`config.mk`:
```
export PLATFORM = sky130hd
export DESIGN_NAME = apb_initiator
export DESIGN_NICKNAME = d
export VERILOG_FILES = /design/src/rtl/apb_bridge_pkg.sv /design/src/rtl/apb_addr_decode.sv /design/src/rtl/apb_initiator.sv
export SDC_FILE = /design/constraint.sdc
export NUM_CORES = 1
export LEC_CHECK = 0
export CORE_ASPECT_RATIO = 0.6
export CORE_MARGIN = 2
export CORE_UTILIZATION = 35
export CTS_BUF_LIST = sky130_fd_sc_hd__clkbuf_2 sky130_fd_sc_hd__clkbuf_4 sky130_fd_sc_hd__clkbuf_8
export CTS_CLUSTER_DIAMETER = 30
export DETAILED_ROUTE_END_ITERATION = 8
export HOLD_SLACK_MARGIN = 0.05
export PLACE_DENSITY = 0.69
export SYNTH_ARGS = -nofsm -noshare
export SYNTH_HDL_FRONTEND = slang
export SYNTH_SLANG_ARGS = --single-unit
```
`constraint.sdc`:
```
create_clock -name Hclk -period 2.7 [get_ports Hclk]
set_input_delay 0.54 -clock Hclk [delete_from_list [all_inputs] [get_ports Hclk]]
set_output_delay 0.54 -clock Hclk [all_outputs]
set_load 0.05 [all_outputs]
```
`src/rtl/apb_bridge_pkg.sv`:
```
// Shared definitions for the APB initiator: FSM states, slave address map,
// select encodings and the default wait-state timeout.
package apb_bridge_pkg;

   typedef enum logic [1:0] {
      IDLE   = 2'd0,
      SETUP  = 2'd1,
      ACCESS = 2'd2,
      RESP   = 2'd3
   } apb_state_t;

   localparam logic [31:0] SLV0_BASE  = 32'h8000_0000;
   localparam logic [31:0] SLV0_LIMIT = 32'h83FF_FFFF;
   localparam logic [31:0] SLV1_BASE  = 32'h8400_0000;
   localparam logic [31:0] SLV1_LIMIT = 32'h87FF_FFFF;
   localparam logic [31:0] SLV2_BASE  = 32'h8800_0000;
   localparam logic [31:0] SLV2_LIMIT = 32'h8BFF_FFFF;

   localparam logic [2:0] SEL_NONE = 3'b000;
   localparam logic [2:0] SEL_S0   = 3'b001;
   localparam logic [2:0] SEL_S1   = 3'b010;
   localparam logic [2:0] SEL_S2   = 3'b100;

   localparam int TIMEOUT_DEFAULT = 16;

endpackage

```
`src/rtl/apb_addr_decode.sv`:
```
// Combinational address decoder: maps a request address to a one-hot slave select.
module apb_addr_decode
   import apb_bridge_pkg::*;
(
   input  logic [31:0] addr,
   output logic [2:0]  Pselx,
   output logic        hit
);

   always_comb begin
      Pselx = SEL_NONE;
      if (addr >= SLV0_BASE && addr <= SLV0_LIMIT)
         Pselx = SEL_S0;
      else if (addr >= SLV1_BASE && addr <= SLV1_LIMIT)
         Pselx = SEL_S1;
      else if (addr >= SLV2_BASE && addr <= SLV2_LIMIT)
         Pselx = SEL_S2;
      hit = (Pselx != SEL_NONE);
   end

endmodule

```
`src/rtl/apb_initiator.sv`:
```
// Single-outstanding APB initiator: accepts one request in IDLE, runs SETUP/ACCESS
// with wait-state timeout, and returns a one-cycle response pulse.
module apb_initiator
   import apb_bridge_pkg::*;
#(
   parameter int TIMEOUT_CYCLES = TIMEOUT_DEFAULT
) (
   input  logic        Hclk,
   input  logic        Hresetn,
   input  logic        req_valid,
   output logic        req_ready,
   input  logic        req_write,
   input  logic [31:0] req_addr,
   input  logic [31:0] req_wdata,
   output logic        rsp_valid,
   output logic [31:0] rsp_rdata,
   output logic        rsp_err,
   output logic [2:0]  Pselx,
   output logic        Penable,
   output logic        Pwrite,
   output logic [31:0] Paddr,
   output logic [31:0] Pwdata,
   input  logic [31:0] Prdata,
   input  logic        Pready,
   input  logic        Pslverr
);

   localparam int CNT_W = $clog2(TIMEOUT_CYCLES + 1);
   localparam logic [CNT_W-1:0] CNT_LAST = CNT_W'(TIMEOUT_CYCLES - 1);

   apb_state_t       state;
   logic [CNT_W-1:0] wait_cnt;
   logic [2:0]       dec_sel;
   logic             dec_hit;

   apb_addr_decode u_decode (
      .addr  (req_addr),
      .Pselx (dec_sel),
      .hit   (dec_hit)
   );

   assign req_ready = (state == IDLE);

   always_ff @(posedge Hclk or negedge Hresetn) begin
      if (!Hresetn) begin
         state     <= IDLE;
         wait_cnt  <= '0;
         Pselx     <= SEL_NONE;
         Penable   <= 1'b0;
         Pwrite    <= 1'b0;
         Paddr     <= '0;
         Pwdata    <= '0;
         rsp_valid <= 1'b0;
         rsp_rdata <= '0;
         rsp_err   <= 1'b0;
      end else begin
         case (state)
            IDLE: begin
               if (req_valid) begin
                  if (dec_hit) begin
                     Pwrite <= req_write;
                     Paddr  <= req_addr;
                     Pwdata <= req_wdata;
                     Pselx  <= dec_sel;
                     state  <= SETUP;
                  end else begin
                     // Unmapped address never reaches the bus
                     rsp_valid <= 1'b1;
                     rsp_err   <= 1'b1;
                     rsp_rdata <= '0;
                     state     <= RESP;
                  end
               end
            end
            SETUP: begin
               Penable  <= 1'b1;
               wait_cnt <= '0;
               state    <= ACCESS;
            end
            ACCESS: begin
               if (Pready) begin
                  Pselx     <= SEL_NONE;
                  Penable   <= 1'b0;
                  rsp_valid <= 1'b1;
                  rsp_err   <= Pslverr;
                  rsp_rdata <= (!Pwrite && !Pslverr) ? Prdata : '0;
                  state     <= RESP;
               end else begin
                  wait_cnt <= wait_cnt + 1'b1;
                  // Last permitted wait cycle expired: abort the transfer
                  if (wait_cnt == CNT_LAST) begin
                     Pselx     <= SEL_NONE;
                     Penable   <= 1'b0;
                     rsp_valid <= 1'b1;
                     rsp_err   <= 1'b1;
                     rsp_rdata <= '0;
                     state     <= RESP;
                  end
               end
            end
            RESP: begin
               rsp_valid <= 1'b0;
               rsp_err   <= 1'b0;
               rsp_rdata <= '0;
               state     <= IDLE;
            end
            default: state <= IDLE;
         endcase
      end
   end

endmodule

```
* Word-level counts from Yosys, hierarchy flattened
Index checks and enable logic that the tools add are counted.
** Word-level totals
- Register bits after elaboration :: 110
- Bits in latches :: 0
- RAM bits :: 0
- Memory bits (read-only) :: 0
- Memories :: 0
** Cells by class
- Add/sub/neg operators :: 1
- $mul :: 0
- Divide/modulo/power cells :: 0
- $lt $le $gt $ge :: 6
- Eq/ne operators :: 9
- Shift operators :: 0
- Muxes and demuxes :: 31
- Bitwise operators :: 0
- Reduce and logical (&&, ||, !) cells :: 17
** Operator list (count)
- two-way mux 32 bit :: 5
- >= comparator 32 bit (second input constant) :: 3
- <= comparator 32 bit (second input constant) :: 3
- one-hot mux 32 bit (3 select lines) :: 1
- two-way mux 3 bit :: 7
- one-hot mux 5 bit (2 select lines) :: 1
- two-way mux 2 bit :: 4
- one-hot mux 2 bit (4 select lines) :: 1
- AND reduction 4 bit :: 2
- two-way mux 1 bit :: 7
- != test 2 bit (second input constant) :: 3
- one-hot mux 1 bit (3 select lines) :: 2
- one-hot mux 3 bit (2 select lines) :: 1
- AND reduction 2 bit :: 3
- nonzero test 3 bit :: 2
- adder 5 x 1 -> 5 bit (second input constant) :: 1
- == test 5 x 4 -> 1 bit (second input constant) :: 1
- two-way mux 5 bit :: 1
- == test 2 bit (second input constant) :: 2
- logical AND 1 bit :: 4
- nonzero test 2 bit :: 2
- != test 3 bit (second input constant) :: 1
- AND reduction 3 bit :: 1
- == test 2 x 1 -> 1 bit (second input constant) :: 1
- other kinds (4) :: 5

* Depth between registers and ports, before layout
- Word-level depth :: 9
- Gate-level depth with buffers :: 9
- Mapped depth without buffers :: 7

* Modules after synthesis
A second synthesis with hierarchy kept.
** Unflattened totals
- Cells, all modules :: 431
- Area total of the unflattened synthesis :: 4475.5 um2
** By module, submodules not included
- apb_initiator :: times used 1, cells each 426, area each 4426.7 um2
- apb_addr_decode :: times used 1, cells each 5, area each 48.8 um2

* Worst setup path after synthesis
Ideal clock, no wire load.
- Path type :: flip-flop to flip-flop
- From :: register state[0]
- To :: register Paddr[14]
- Arrival :: 2.040 ns
- Required time :: 2.575 ns
- Setup slack :: 0.535 ns
- Stages on the path, launching flop included :: 8
- Path buffers :: 2
- Clock period less this slack :: 2.165 ns
- Cells stage by stage :: dfrtp_1 inv_1 ha_1 nor2b_1 nand4_1 buf_2 buf_2 mux2_2
** On the way
- Longest elaborated chain between the ends :: 2
** Ends and longest elaborated chain
- start: declaration :: RTL line apb_initiator.sv:31 : apb_state_t state;
- start signal: assignment :: RTL line apb_initiator.sv:46 : state <= IDLE;
- start signal: assignment :: RTL line apb_initiator.sv:65 : state <= SETUP;
- start signal: assignment :: RTL line apb_initiator.sv:71 : state <= RESP;
- zero test 2 bit
- named net req_ready :: RTL line apb_initiator.sv:11 : output logic req_ready,
- AND reduction 3 bit (no line)
- end signal: assignment :: RTL line apb_initiator.sv:62 : Paddr <= req_addr;
- end: declaration :: RTL line apb_initiator.sv:21 : output logic [31:0] Paddr,
The timed path passes the listed nets, and every way through them passes these cells.
A chain may end at the register's enable or synchronous reset.

* Worst setup path after layout
- From :: register state[0]
- To :: output port req_ready
** On the way
- Longest elaborated chain between the ends :: 1
** Ends and longest elaborated chain
- zero test 2 bit :: RTL line apb_initiator.sv:42 : assign req_ready = (state == IDLE);
- end: declaration :: RTL line apb_initiator.sv:11
No other way between the ends.

==> results.md <==
* Hold_buf cts at 0
* Maximum vdd drop at 0.000530 V
* CP max stage cell: clkdlybuf4s50_1
* WL/cell at 15.2 um
* Yosys reg bits at 110
* Skew final at 9.83 ps
* RR Startpoint: wait_cnt[0]$_DFFE_PN0P_
* EDFF count, synth at 0
* Final net count at around 670
* Worst Path Arrival at 2050 ps
* Total track usage at 0.159
* I/O pins at 206
* Period utilization at 0.960
* Worst Setup End Kind: output pin
* Reg-to-Reg End: rsp_rdata[5]$_DFFE_PN0P_
* # H-tree levels at 3
* Antenna violations before repair at 0
* Final core occ at 0.545
* Power density over the cells at between 1000 and 1500 nW/um^2
* Setup repair bufs after CTS at 0
* Multi-input logic area at roughly 1600 sq um
* R2R cell count at 8
* Post-Place Cells at 718
* Slew Limit Fails at 0
* Clk root buf: clkbuf_8
* Final Hold Viols at 0
* Vias per inst at 4.48
* Crit-path max cell delay at 890 ps
* Post-cts sizing count at 0
* Layout cell share with drive strength beyond 1 at 0.158
* Grt ovf at 0
* Worst Hold Class: in -> async
* GP Congestion at about 0.75
* # fillers at roughly 1,100
* Top Layer Used: met4
* Mapped Cells at ~350
* Post-layout worst setup margin at 107 ps
* Pre-Repair DR Iteration Count at 4
* Vias in the first global route at between 3,000 and 4,000
* Sequential element share of the synthesized area at 0.601
* Met3 wire length at 819 um
* Cell area after synthesis at 4580 sq um
* Overall power at between 6 and 7 mW
* DIE WIDTH at 152 um
* Worst-path clk slew at 100 ps
* Netlist cell types at 32
* Synth Flop Type: dfrtp_1
* CTS Buffer Depth at 2
* Vias at 3,276
* WL met1 at between 4000 and 5000 um
* Tmin final at between 2000 and 3000 ps
* Drt initial violations at 113
* Cell family with most CP delay: buffers and inverters
* CTS tree: done
* RSZ-0062 raised after global routing: no
* Die area at 14,000 sq um
* Worst Setup SP: state[0]$_DFFE_PN0P_
* Largest net degree at the start of global routing at 51
* First-pass GRT wire length at 17,300 um
* Placed cell areas at 6820 sq um
* DRC violations left at 0
* Rows at 32
* Clock Sinks at 110
* # port buffers at a little over 200
* Register-to-register setup slack at 500 ps
* Max-cap violations at 0
* Clock buffer count from CTS at 9
* Worst-Skew Late Latency at 370 ps
* Final Non-Filler Cells at 732
* TNS Setup at 0 ps
* Avg Inst Size Synth at between 10 and 15 sq um
* CP startpoint kind: register
* Diode count at 0
* Core area at 12,800 sq um
* Met2 Routed Length at between 5000 and 6000 um
* Critical path class: reg -> out
* Worst hold slack at 141 ps
* Final wirelength at approximately 11,000 um
* Relative max-transition margin at 0.577
* Max Clk Rate at slightly below 0.4 GHz
* Register Area at 2750 sq um
* Synth warn at 0
* Req. time, crit path at approximately 2200 ps
* Ys async rst share at 1.00
* Initial core utilization at 0.357
* CP max FO at 6
* Status: finished, final reports clean
* CP cell instances: inv_1 > ha_1 > clkdlybuf4s50_1
* Post-route ant nets at 0
* Syn_nets at 460
* Worst slew pin tran at 635 ps
* Post-route cell area at 6980 sq um
* # setup viols final at 0
* HPWL after DPL at between 8000 and 9000 um
* Die height at 92.6 um
* Pre-CTS WS at around 200 ps
* Synth-to-layout area growth at 52.5%
* CP Buf/Inv Count at 2
* LEAKAGE at between 3 and 4 nW
-- flip-flops by register name, summed over array words and instances (netlist names) --
signal	flops
wait_cnt	5
Pwdata	32
Penable	1
Paddr	32
rsp_rdata	32
rsp_err	1
rsp_valid	1
Pwrite	1
Pselx	3
state	2
-- synthesized netlist by cell type (all sizes together) (2+ instances only) --
library cell / number / area, sq um
nor2b: 2 / 12.5
o31ai: 2 / 15.0
nor2: 5 / 21.3
mux2i: 34 / 340
nand2b: 6 / 37.5
buf: 12 / 106
mux2: 63 / 709
inv: 38 / 143
o21ai: 7 / 35.0
dfrtp: 110 / 2750
ha: 6 / 75.1
and3: 2 / 12.5
nand2: 41 / 154
clkbuf: 5 / 18.8
a21o: 2 / 15.0
xnor2: 3 / 26.3
and2: 3 / 18.8
-- routing by layer --
metal	vias to the layer above	GRT usage
met5	-	0
met4	0	0.0440
met3	12	0.0502
met2	111	0.261
met1	1597	0.203
li1	1556	-
-- power breakdown --
| group | internal, mW | switching, mW |
|---|---|---|
| Clock | 0.337 | 0.558 |
| Combinational | 1.43 | 2.30 |
| Sequential | 2.10 | 0.261 |
-- cells by family (layout without fill, tap and decap cells) --
kind of cell | after synthesis | count (layout) | share of synthesized area
compound gates | 15 | 15 | 0.0208
flops | 110 | 110 | 0.601
mux | 97 | 97 | 0.229
buf+inv | 55 | 265 | 0.0585
xor+xnor | 3 | 3 | 0.00574
simple gates | 66 | 66 | 0.0678
fa+ha+maj | 6 | 6 | 0.0164
-- cell type report --
cell class,instances,area share
clock inverters,5,0.00609
repair buffers,213,0.306
clock buffers,9,0.0177
flip-flops and latches,110,0.394
multi-input cells,187,0.225
inverters,38,0.0204
well taps,170,0.0305
-- placed cells by master (no fill, tap or decap), types with 3 or more instances in the layout --
| master | Yosys | routed |
|---|---|---|
| nor2_1 | 4 | 4 |
| nand2_1 | 41 | 41 |
| buf_4 | 0 | 7 |
| inv_1 | 38 | 38 |
| xnor2_1 | 3 | 3 |
| o21ai_0 | 7 | 7 |
| and2_1 | 3 | 3 |
| ha_1 | 6 | 6 |
| mux2_2 | 63 | 63 |
| dfrtp_1 | 110 | 110 |
| clkbuf_8 | 0 | 9 |
| nand2b_1 | 6 | 6 |
| mux2i_1 | 34 | 34 |
| inv_6 | 0 | 3 |
| clkdlybuf4s50_1 | 0 | 204 |
-- how the worst max path moves through the flow --
stage | to | cells past startpoint
2_1_floorplan | Paddr[14]$_DFFE_PN0P_ | 7
5_1_grt | req_ready | 3
3_5_place_dp | rsp_rdata[4]$_DFFE_PN0P_ | 6
3_3_place_gp | rsp_rdata[10]$_DFFE_PN0P_ | 6
4_1_cts | req_ready | 3
6_report | req_ready | 3
(Power assumes the default switching activity.)
